File: src/rtl/ifetch_pkg.sv
// ifetch_pkg: shared constants, queue entry type and
// redirect arithmetic for the ifetch_queue front end.
package ifetch_pkg;

  localparam int INSTR_STEP = 4;
  localparam int XLEN       = 32;
  localparam int TW         = 64;

  typedef struct packed {
    logic [XLEN-1:0] instr;
    logic [XLEN-1:0] pc;
  } q_entry_t;

  // Computed wide; callers truncate to AW, which is the mod 2^AW wrap.
  function automatic logic [TW-1:0] rel_target(
    input logic [TW-1:0] base,
    input logic [15:0]   immed
  );
    logic [TW-1:0] off;
    off = {{(TW-16){immed[15]}}, immed} << 2;
    return base + TW'(INSTR_STEP) + off;
  endfunction

  function automatic logic [31:0] sat_add32(
    input logic [31:0] a,
    input logic [31:0] b
  );
    logic [32:0] s;
    s = {1'b0, a} + {1'b0, b};
    return s[32] ? 32'hFFFF_FFFF : s[31:0];
  endfunction

endpackage

File: src/rtl/sync_fifo.sv
// sync_fifo: synchronous FIFO with count/full/empty, flush,
// and push+pop in the same cycle at any occupancy.
module sync_fifo #(
  parameter int WIDTH = 8,
  parameter int DEPTH = 4
) (
  input  logic                   Clk,
  input  logic                   Reset,
  input  logic                   Flush,
  input  logic                   Push,
  input  logic [WIDTH-1:0]       Push_Data,
  input  logic                   Pop,
  output logic [WIDTH-1:0]       Pop_Data,
  output logic [$clog2(DEPTH):0] Count,
  output logic                   Full,
  output logic                   Empty
);

  localparam int CW = $clog2(DEPTH) + 1;
  localparam int PW = (DEPTH > 1) ? $clog2(DEPTH) : 1;
  localparam logic [CW-1:0] FULL_CNT = CW'(DEPTH);

  logic [WIDTH-1:0] mem [DEPTH];
  logic [PW-1:0]    wr_ptr;
  logic [PW-1:0]    rd_ptr;
  logic             do_push;
  logic             do_pop;

  assign Empty    = (Count == '0);
  assign Full     = (Count == FULL_CNT);
  assign do_pop   = Pop && !Empty;
  assign do_push  = Push && (!Full || Pop);
  assign Pop_Data = mem[rd_ptr];

  always_ff @(posedge Clk) begin
    if (Reset || Flush) begin
      wr_ptr <= '0;
      rd_ptr <= '0;
      Count  <= '0;
    end else begin
      if (do_push) wr_ptr <= wr_ptr + PW'(1);
      if (do_pop)  rd_ptr <= rd_ptr + PW'(1);
      Count <= Count + CW'(do_push) - CW'(do_pop);
    end
  end

  always_ff @(posedge Clk) begin
    if (do_push && !Reset && !Flush)
      mem[wr_ptr] <= Push_Data;
  end

endmodule

File: src/rtl/ifetch_queue.sv
// ifetch_queue: PC, in-order pipelined imem requests, decode queue.
// Define IFETCH_PERF_EN to add Perf_Fetched/Perf_Dropped counters.
module ifetch_queue
  import ifetch_pkg::*;
#(
  parameter int            AW       = 32,
  parameter int            IW       = 32,
  parameter int            QDEPTH   = 4,
  parameter int            MAX_OUT  = 4,
  parameter logic [AW-1:0] RESET_PC = '0
) (
  input  logic          Clk,
  input  logic          Reset,
  input  logic          Redirect_Valid,
  input  logic          Redirect_Rel,
  input  logic [AW-1:0] Redirect_Base,
  input  logic [15:0]   Redirect_Immed,
  output logic          IMem_Req,
  output logic [AW-1:0] IMem_Addr,
  input  logic          IMem_Gnt,
  input  logic          IMem_Rvalid,
  input  logic [IW-1:0] IMem_Rdata,
  output logic          Instr_Valid,
  input  logic          Instr_Ready,
  output logic [IW-1:0] Instr,
  output logic [AW-1:0] Instr_PC
`ifdef IFETCH_PERF_EN
  ,
  output logic [31:0]   Perf_Fetched,
  output logic [31:0]   Perf_Dropped
`endif
);

  localparam int QCW = $clog2(QDEPTH) + 1;
  localparam int OCW = $clog2(MAX_OUT) + 1;

  logic [AW-1:0]  pc;
  logic [AW-1:0]  pc_head;
  logic [AW-1:0]  target;
  logic [OCW-1:0] outstanding;
  logic [OCW-1:0] drop;
  logic [QCW-1:0] q_count;
  logic           pc_full, pc_empty;
  logic           q_full, q_empty;
  logic           rv, fire, pop;
  logic           dropping, push;
  logic           credit_ok;
  q_entry_t       q_in, q_out;

  assign rv       = IMem_Rvalid && !pc_empty;
  assign fire     = IMem_Req && IMem_Gnt;
  assign pop      = Instr_Valid && Instr_Ready;
  assign dropping = rv && (drop != '0);
  assign push     = rv && !dropping && !Redirect_Valid;

  assign credit_ok =
    (32'(q_count) + 32'(outstanding)) < 32'(QDEPTH);

  assign IMem_Req = !Reset && !Redirect_Valid && !q_full
                 && credit_ok && !pc_full;
  assign IMem_Addr = pc;

  assign target = Redirect_Rel
    ? AW'(rel_target(TW'(Redirect_Base), Redirect_Immed))
    : Redirect_Base;

  assign q_in = '{instr: IMem_Rdata, pc: pc_head};

  assign Instr_Valid = !q_empty;
  assign Instr       = q_empty ? '0 : IW'(q_out.instr);
  assign Instr_PC    = q_empty ? '0 : AW'(q_out.pc);

  sync_fifo #(.WIDTH(AW), .DEPTH(MAX_OUT)) u_pc_fifo (
    .Clk       (Clk),
    .Reset     (Reset),
    .Flush     (1'b0),
    .Push      (fire),
    .Push_Data (pc),
    .Pop       (rv),
    .Pop_Data  (pc_head),
    .Count     (outstanding),
    .Full      (pc_full),
    .Empty     (pc_empty)
  );

  sync_fifo #(.WIDTH($bits(q_entry_t)), .DEPTH(QDEPTH)) u_iq (
    .Clk       (Clk),
    .Reset     (Reset),
    .Flush     (Redirect_Valid),
    .Push      (push),
    .Push_Data (q_in),
    .Pop       (pop),
    .Pop_Data  (q_out),
    .Count     (q_count),
    .Full      (q_full),
    .Empty     (q_empty)
  );

  // After a redirect every response still in flight is stale.
  always_ff @(posedge Clk) begin
    if (Reset) begin
      pc   <= RESET_PC;
      drop <= '0;
    end else if (Redirect_Valid) begin
      pc   <= target;
      drop <= outstanding - OCW'(rv);
    end else begin
      if (fire)     pc   <= pc + AW'(INSTR_STEP);
      if (dropping) drop <= drop - OCW'(1);
    end
  end

`ifdef IFETCH_PERF_EN
  logic [31:0] n_disc;

  assign n_disc = 32'(rv && (dropping || Redirect_Valid))
    + (Redirect_Valid ? 32'(q_count) - 32'(pop) : 32'd0);

  always_ff @(posedge Clk) begin
    if (Reset) begin
      Perf_Fetched <= '0;
      Perf_Dropped <= '0;
    end else begin
      Perf_Fetched <= sat_add32(Perf_Fetched, 32'(pop));
      Perf_Dropped <= sat_add32(Perf_Dropped, n_disc);
    end
  end
`endif

endmodule

File: config.mk
export PLATFORM = sky130hd
export DESIGN_NAME = ifetch_queue
export DESIGN_NICKNAME = d
export VERILOG_FILES = /design/src/rtl/ifetch_pkg.sv /design/src/rtl/sync_fifo.sv /design/src/rtl/ifetch_queue.sv
export SDC_FILE = /design/constraint.sdc
export NUM_CORES = 1
export LEC_CHECK = 0
export CAP_MARGIN = 20
export CORE_ASPECT_RATIO = 1.4
export CORE_MARGIN = 1
export CORE_UTILIZATION = 62
export CTS_CLUSTER_SIZE = 8
export DETAILED_ROUTE_END_ITERATION = 12
export GPL_TIMING_DRIVEN = 0
export PLACE_DENSITY = 0.83
export REMOVE_ABC_BUFFERS = 1
export SLEW_MARGIN = 20
export SYNTH_ARGS = -nofsm -noshare
export SYNTH_HDL_FRONTEND = slang
export SYNTH_SLANG_ARGS = --single-unit
File: constraint.sdc
create_clock -name Clk -period 5.95 [get_ports Clk]
set_input_delay 0.595 -clock Clk [delete_from_list [all_inputs] [get_ports Clk]]
set_output_delay 0.595 -clock Clk [all_outputs]
set_load 0.02 [all_outputs]
==> After elaboration in Yosys (flattened, before gate mapping) <==
Memories as Yosys holds them, arrays and structs flattened. A register that Yosys moved wholly into a read port is not among the register bits.
Cells that the tools add are included.
{ "totals": {"register_bits": 49, "ramBits": 384, "inputBits": 87, "output_inout_bits": 98, "elab_cells": 74, "n_memories": 2} }
{ "classes": {"addsub": 14, "order_cmp": 1, "n_eq_ne": 2, "muxes": 15, "n_reduce_logical": 32} }
{ "mem_list": {"columns": ["memory", "depth", "word_bits", "rd", "rd_ports_with_merged_regs", "write_ports", "line", "text"], "rows": [
  ["u_iq.mem", 4, 64, 1, 1, 1, "sync_fifo.sv:23", "logic [WIDTH-1:0] mem [DEPTH];"],
  ["u_pc_fifo.mem", 4, 32, 1, 1, 1, "sync_fifo.sv:23", null]
]} }
{ "ops": {"columns": ["operator", "n"], "rows": [
  ["$mux W32", 5],
  ["$add A32 B3 Y32 const B", 2],
  ["$add A32 B18 Y32", 1],
  ["$logic_and A1 B1 Y1", 17],
  ["$sub A3 B1 Y3", 3],
  ["$add A2 B1 Y2 const B", 4],
  ["$mux W2", 4],
  ["$logic_not A1 Y1", 7],
  ["$add A3 B1 Y3", 2],
  ["$eq A3 B3 Y1 const B", 2],
  ["$logic_not A3 Y1", 2],
  ["$mux W3", 2],
  ["$add A3 B3 Y4", 1],
  ["$lt A4 B3 Y1 const B", 1],
  ["$mux W1", 4],
  ["$reduce_bool A2 Y1", 2],
  ["$logic_or A1 B1 Y1", 3],
  ["$reduce_bool A3 Y1", 1],
  ["$sub A3 B1 Y3 const B", 1]
]} }

==> Longest topological paths before layout <==
Gate-level depths: netlist of run 1.
{ "logic_depth": {"depth_word": 12, "ltp_mapped": 13} }

==> Hierarchy <==
From an unflattened synthesis of run 1, not the netlist that was laid out.
{ "unflattened": {"cells_unflattened": 1178, "hier_area_um2": 19461.2} }
{ "by_module_without_submodules": {"columns": ["module", "instances", "cells_per_inst", "area_each_um2", "seq_area_each_um2"], "rows": [
  ["sync_fifo (u_iq)", 1, 385, 9799.4, 7867.5],
  ["sync_fifo (u_pc_fifo)", 1, 218, 5147.4, 4023.9],
  ["ifetch_queue", 1, 575, 4514.3, 700.7]
]} }

==> Worst setup path after synthesis of run 1 <==
OpenSTA, ideal clock, no wires.
{ "synth_timing": {"path_kind": "input port to flip-flop", "from": "input port IMem_Rvalid", "to": "memory u_iq.mem[0][0] (netlist bit), enable pin", "t_arrival_ns": 3.259, "path_slack_ns": 2.262, "path_stages": 5, "cell_sequence": "o31a_1 > o21ai_0 > nor4b_1 > nor2b_1 > and2_1"} }
{ "synth_via": {"elab_chain_cells": 10} }
{ "synth_rtl": {"columns": ["item", "line", "text"], "rows": [
  ["start, declared", "ifetch_queue.sv:21", "input logic IMem_Rvalid,"],
  ["$logic_and A1 B1 Y1 (*)", "ifetch_queue.sv:50", "assign rv = IMem_Rvalid && !pc_empty;"],
  ["$logic_and A1 B1 Y1", "ifetch_queue.sv:53", "assign dropping = rv && (drop != '0);"],
  ["$logic_not A1 Y1", "ifetch_queue.sv:54", "assign push = rv && !dropping && !Redirect_Valid;"],
  ["$logic_and A1 B1 Y1 (*) (2 in a row)", "ifetch_queue.sv:54", null],
  ["$logic_and A1 B1 Y1 (*)", "sync_fifo.sv:32", "assign do_push = Push && (!Full || Pop);"],
  ["$logic_and A1 B1 Y1 (*) (2 in a row)", "sync_fifo.sv:48", "if (do_push && !Reset && !Flush)"],
  ["$mux W1 (*)", "sync_fifo.sv:48", null],
  ["$mux W1 (not written as such) (*)", "sync_fifo.sv:49", "mem[wr_ptr] <= Push_Data;"],
  ["end, declared", "sync_fifo.sv:23", null]
]} }
Every way passes the cells marked *; elsewhere a longest branch is shown, timed or not.

==> Final worst setup path of run 1 <==
{ "layout_timing": {"from": "input port Redirect_Immed[15]", "to": "register pc[22] (netlist: IMem_Addr[22])"} }
{ "layout_via": {"elab_chain_cells": 3} }
{ "layout_rtl": {"columns": ["item", "line", "text"], "rows": [
  ["start, declared", "ifetch_queue.sv:17", "input logic [15:0] Redirect_Immed,"],
  ["$add A32 B18 Y32", "ifetch_pkg.sv:21", "return base + TW'(INSTR_STEP) + off;"],
  ["$mux W32", "ifetch_queue.sv:64", "? AW'(rel_target(TW'(Redirect_Base), Redirect_Immed))"],
  ["$mux W32", "ifetch_queue.sv:104", "end else if (Redirect_Valid) begin"],
  ["end signal, assigned", "ifetch_queue.sv:105", "pc <= target;"],
  ["end signal, assigned", "ifetch_queue.sv:108", "if (fire) pc <= pc + AW'(INSTR_STEP);"],
  ["end, declared", "ifetch_queue.sv:37", "logic [AW-1:0] pc;"]
]} }
No other way between the ends.
A chain may end at the register's enable or synchronous reset.

==> results of run 1 <==
==> per-layer routing <==
layer	part of all wire [%]	up-vias	track usage [%]
met5	0	-	0
met4	3.5	0	10.9
met3	5.5	92	4.32
met2	53	409	46.6
met1	38	5577	31.4
li1	-	5100	-
==> how the worst max path moves through the flow <==
stage	from	end	slack, ps	cells after the start
after floorplan	flop	Instr[0]	1750	2
after detailed placement	Redirect_Immed[15]	IMem_Addr[22]	1710	11
after global placement	Redirect_Valid	u_iq.mem[0][39]	-1090	4
after global routing	flop	Instr_PC[12]	2110	4
final	Redirect_Immed[15]	IMem_Addr[22]	2250	11
after CTS	flop	Instr_PC[12]	2180	4
==> state kept, by name, summed over array words and instances, names as in the netlist, named ones only <==
| name | cells |
|---|---|
| u_iq.mem | 256 |
| u_pc_fifo.mem | 128 |
| IMem_Addr | 32 |
| drop | 3 |
| u_iq.Count | 3 |
| u_pc_fifo.Count | 3 |
| u_iq.rd_ptr | 2 |
| u_iq.wr_ptr | 2 |
| u_pc_fifo.rd_ptr | 2 |
| u_pc_fifo.wr_ptr | 2 |
==> Yosys cell counts (all sizes together), types with 4 or more instances <==
master | instances | area share (%)
xor2 | 16 | 0.73
nand2b | 5 | 0.16
o21ai | 25 | 0.65
and2 | 79 | 2.6
nand2 | 46 | 0.90
ha | 76 | 4.9
and4 | 6 | 0.27
mux2i | 12 | 0.62
inv | 26 | 0.51
mux4 | 96 | 11
o31ai | 4 | 0.16
clkbuf | 34 | 0.66
nor2b | 7 | 0.23
nor2 | 76 | 1.5
nand4b | 4 | 0.18
mux2 | 5 | 0.29
nor3 | 11 | 0.34
edfxtp | 384 | 60
a211oi | 21 | 0.82
or3 | 4 | 0.16
nand3 | 21 | 0.54
xnor2 | 41 | 1.9
a21oi | 41 | 1.1
a21o | 14 | 0.54
a311oi | 5 | 0.23
a31oi | 6 | 0.19
dfxtp | 53 | 5.5
o21bai | 4 | 0.16
nand4 | 18 | 0.66
buf | 22 | 0.55
and3 | 8 | 0.26
==> power by group <==
group / switching (W) / total (W) / internal (W)
combinational: 0.000615 / 0.00120 / 0.000586
sequential: 0.000149 / 0.00369 / 0.00354
clock: 0.00116 / 0.00301 / 0.00184
total: 0.00193 / 0.00790 / 0.00597
==> layout by cell type (no fill, tap or decap), drive strengths merged, types with 5 or more instances in the layout <==
cell type	instances
o21ai	25
xor2	16
and4	6
xnor2	41
clkbuf	86
a211oi	21
nand4	18
mux4	96
nand3	21
a21oi	41
a21o	14
nor3	11
a31oi	6
nand2	46
and2	79
nor2b	7
ha	76
mux2i	12
buf	16
and3	8
mux2	5
inv	28
a311oi	5
nor2	76
nand2b	5
clkdlybuf4s50	181
edfxtp	384
dfxtp	53
==> cell type report <==
type                            instances  area (um^2)
Multi-Input combinational cell        687         6390
Timing Repair Buffer                  197         2140
Clock inverter                          3         22.5
Tap cell                              390          488
Fill cell                            1754         7350
Clock buffer                           86         1620
Sequential cell                       437        12600
Inverter                               26         97.6
==> cells by family after synthesis <==
family	share of synthesized area, %
compound gates	4.84
xor+xnor	2.59
fa+ha+maj	5.24
buf+inv	1.72
flops	65.3
mux	12.1
simple gates	8.22
==> worst max-delay path, stage by stage <==
cell,delay (ps)
clkdlybuf4s50_1,940
ha_1,360
ha_1,380
and3_1,270
nand2_1,90
nand4b_1,180
o211ai_1,240
o22ai_1,290
o21bai_1,240
mux2_2,360
a311oi_1,230
==> stage by stage <==
step	setup TNS (ps)	util, %	hold slack (ps)	setup WS [ps]
after floorplan	0	-	485	1750
after global placement	-274020	69.6	511	-1090
after detailed placement	0	70.7	523	1710
after CTS	0	76.1	335	2180
after global routing	0	76.1	356	2110
final	0	76.1	355	2250
==> metrics.txt, run 1 <==
outcome complete, no violations; Worst-Skew Late Latency 580 ps; Min-Delay Path Depth 2; diode count 0; drt pass-1 iters 5; power per standard cell area 338 mW/mm^2; kind of start point of the critical path input pin; pin count of the biggest net entering global routing 67; Root Driver clkbuf_16; Slew Viols, Final 0; final non-filler cell total 1826; hold path endpoint IMem_Addr[0]; final RePlAce weighted congestion 0.920; static leakage 7.95 nW; final hold violation count 0; fraction of layout cells with a size suffix above 1 14.5%; Tot Pwr 0.00790 W; pin slew with the least headroom to its limit 746 ps; IO buf count 184; # DRC 0; Final Cycle Share 62.2%; Slew Limit Headroom 50.2%; Most used DFF post-synth edfxtp_1; Worst Clk Skew 24.3 ps; post-synth cell types 62; Synth Register Bits 437; worst min path class in2reg; Placed Cells 1737; Chip Width 151 um; DR vias 11200; GRT Overall Usage 26.3%; clock sink count 437; post-CTS setup buffers 0; io pins 185; cell area after synthesis 0.0193 mm^2; Post-Synthesis Cells 1206; NumNets Final 1575; worst reg-to-reg setup slack 2820 ps; post-route minimum period 3700 ps; Routed Antenna Nets 0; RR Startpoint u_pc_fifo.Count[2]; DIE AREA 0.0318 mm^2; sequential cell area fraction in the yosys report 65.3%; hold path start Reset; CP endpoint kind flop; DP Area 0.0217 mm^2; Die Ht 211 um; crit path DAT 4180 ps; R2R Path End u_iq.mem[2][47]; number of global-route vias before repair 11800; Final setup viols 0; Peak Freq 0.270 GHz; EDFF count, synth 384; CTS buffer count 60; initial DRC count 724; IR Drop Worst-Case VDD 0.192 mV; CTS Hold Buffers Added 0; CP Max Fanout 15; Max Cap Viol 0; DP Wirelength 25.7 mm; drt total wl 40.4 mm; num rows 76; TritonCTS clock tree built; ys async rst share 0%; Avg WL per Cell 22.1 um; CP required 6430 ps; CTS resizes 0; first-pass GRT wire length 63.2 mm; antenna violations before repair 0; synthesized area per cell 16.0 um^2; unrepaired setup endpoints after global routing no; vias per inst 6.12; CORE AREA 0.0307 mm^2; critical path class in2reg; Area Growth Syn to Fin 21.1%; Initial Utilization 62.8%; synth warn 0; number of H-tree levels 2; FF-to-FF path depth 6; Worst-path clk slew 50 ps; grt ovf 0; Max Root-Sink Buffers 3; post-route design area 0.0234 mm^2
No activity file was read; power rests on OpenSTA's default activity.
==> run 2, diff against run 1 <==
--- a/config.mk
+++ b/config.mk
@@ -8,11 +8,11 @@
 export CAP_MARGIN = 20
 export CORE_ASPECT_RATIO = 1.4
 export CORE_MARGIN = 1
-export CORE_UTILIZATION = 62
+export CORE_UTILIZATION = 57
 export CTS_CLUSTER_SIZE = 8
 export DETAILED_ROUTE_END_ITERATION = 12
 export GPL_TIMING_DRIVEN = 0
-export PLACE_DENSITY = 0.83
+export PLACE_DENSITY = 0.78
 export REMOVE_ABC_BUFFERS = 1
 export SLEW_MARGIN = 20
 export SYNTH_ARGS = -nofsm -noshare
==> constraint.sdc (replaced) <==
create_clock -name Clk -period 3.7 [get_ports Clk]
set_input_delay 0.37 -clock Clk [delete_from_list [all_inputs] [get_ports Clk]]
set_output_delay 0.37 -clock Clk [all_outputs]
set_load 0.02 [all_outputs]
==> metrics.txt, run 2 (synthesis results as in run 1) <==
CTS Hold Buffers Added 0; num rows 79; Placed Cells 1792; Routed Antenna Nets 0; pin count of the biggest net entering global routing 67; drt pass-1 iters 5; worst reg-to-reg setup slack 380 ps; grt ovf 0; kind of start point of the critical path flop; final hold slack 112 ps; Max Cap Viol 0; DR vias 11100; Worst Clk Skew 7.94 ps; DP Wirelength 25.0 mm; Tot Pwr 0.0126 W; fraction of layout cells with a size suffix above 1 14.3%; drt total wl 39.3 mm; Worst-path clk slew 50 ps; R2R Path End u_iq.mem[2][56]; Worst-Skew Late Latency 570 ps; static leakage 7.93 nW; final hold violation count 0; Slew Viols, Final 0; clock sink count 437; number of H-tree levels 2; Final Cycle Share 89.8%; GRT Overall Usage 23.5%; FF-to-FF path depth 6; crit path DAT 2950 ps; CP required 3330 ps; IO buf count 184; Final setup viols 0; Chip Width 157 um; critical path class reg2out; pin slew with the least headroom to its limit 992 ps; Area Growth Syn to Fin 21.1%; commonest non-fill, non-tap cells in the layout edfxtp_1 (384), clkdlybuf4s50_1 (180), mux4_2 (96), ha_1 (76), nor2_1 (73); most common cell after layout, fill and taps aside edfxtp_1; post-CTS setup buffers 0; DIE AREA 0.0346 mm^2; worst min path class in2reg; Place WS -332 ps; Root Driver clkbuf_16; CP Max Fanout 33; Slew Limit Headroom 32.9%; antenna violations before repair 0; Biggest register u_iq.mem; io pins 185; TritonCTS clock tree built; max reg flops 256; CORE AREA 0.0333 mm^2; final RePlAce weighted congestion 0.901; Peak Freq 0.301 GHz; NumNets Final 1575; Initial Utilization 57.9%; initial DRC count 551; setup ws final 377 ps; number of global-route vias before repair 11700; vias per inst 5.90; Avg WL per Cell 20.9 um; critical path endpoint Instr[25]; CTS buffer count 60; outcome complete, no violations; first-pass GRT wire length 61.5 mm; RR Startpoint u_pc_fifo.Count[1]; power per standard cell area 540 mW/mm^2; IR Drop Worst-Case VDD 0.418 mV; post-route minimum period 3320 ps; final non-filler cell total 1878; Die Ht 220 um; unrepaired setup endpoints after global routing no; Max Root-Sink Buffers 3; # DRC 0; diode count 0; Layout Utilization 70.1%; CP endpoint kind primary output
run 2: cell count changes in the layout (fill, tap and decap cells not counted), sizes merged:
cell,delta
clkbuf,-1
clkdlybuf4s50,-1
dlymetal6s2s,+1
inv,-2
run 2: repair_timing:
item / in CTS / in global routing
gates resized for setup: 0 / 1
endpoints found under the setup margin: 0 / 2
hold endpoints to repair: 0 / 0
run 2: how the worst min path moves through the flow:
stage	cells after the start	start	end
2_1_floorplan	1	Reset	drop[1]
3_3_place_gp	2	u_pc_fifo.rd_ptr[1]	flop
3_5_place_dp	2	u_pc_fifo.rd_ptr[0]	flop
4_1_cts	2	Reset	IMem_Addr[1]
5_1_grt	2	Reset	IMem_Addr[1]
6_report	2	Reset	drop[1]
run 2: power breakdown:
group	internal (W)	switching (W)
clock	0.00295	0.00182
combinational	0.000937	0.000988
sequential	0.00569	0.000228
run 2: worst max-delay path, cell delays in order (launching register included):
cell	delay (ps)
dfxtp_4	770
buf_16	320
mux4_2	530
and2_1	180
clkdlybuf4s50_1	540
run 2: cell type report:
cell class	instances	area, um^2
Clock buffer	85	1620
Clock inverter	1	5.00
Fill cell	2217	9940
Inverter	26	97.6
Multi-Input combinational cell	687	6390
Sequential cell	437	12600
Tap cell	445	557
Timing Repair Buffer	197	2100
run 2: stage by stage:
step | setup TNS (ps) | area, um^2
2_1_floorplan | -17360 | 19100
3_3_place_gp | -1198820 | 21500
3_5_place_dp | -1320 | 21700
4_1_cts | 0 | 23400
5_1_grt | 0 | 23400
6_report | 0 | 23400
run 2: layer usage:
metal	global-route usage (%)	share of wire, %	vias to the layer above
li1	-	-	5106
met1	27.0	38	5540
met2	42.7	53	341
met3	4.39	5.3	97
met4	9.68	3.5	0
met5	0	0	-
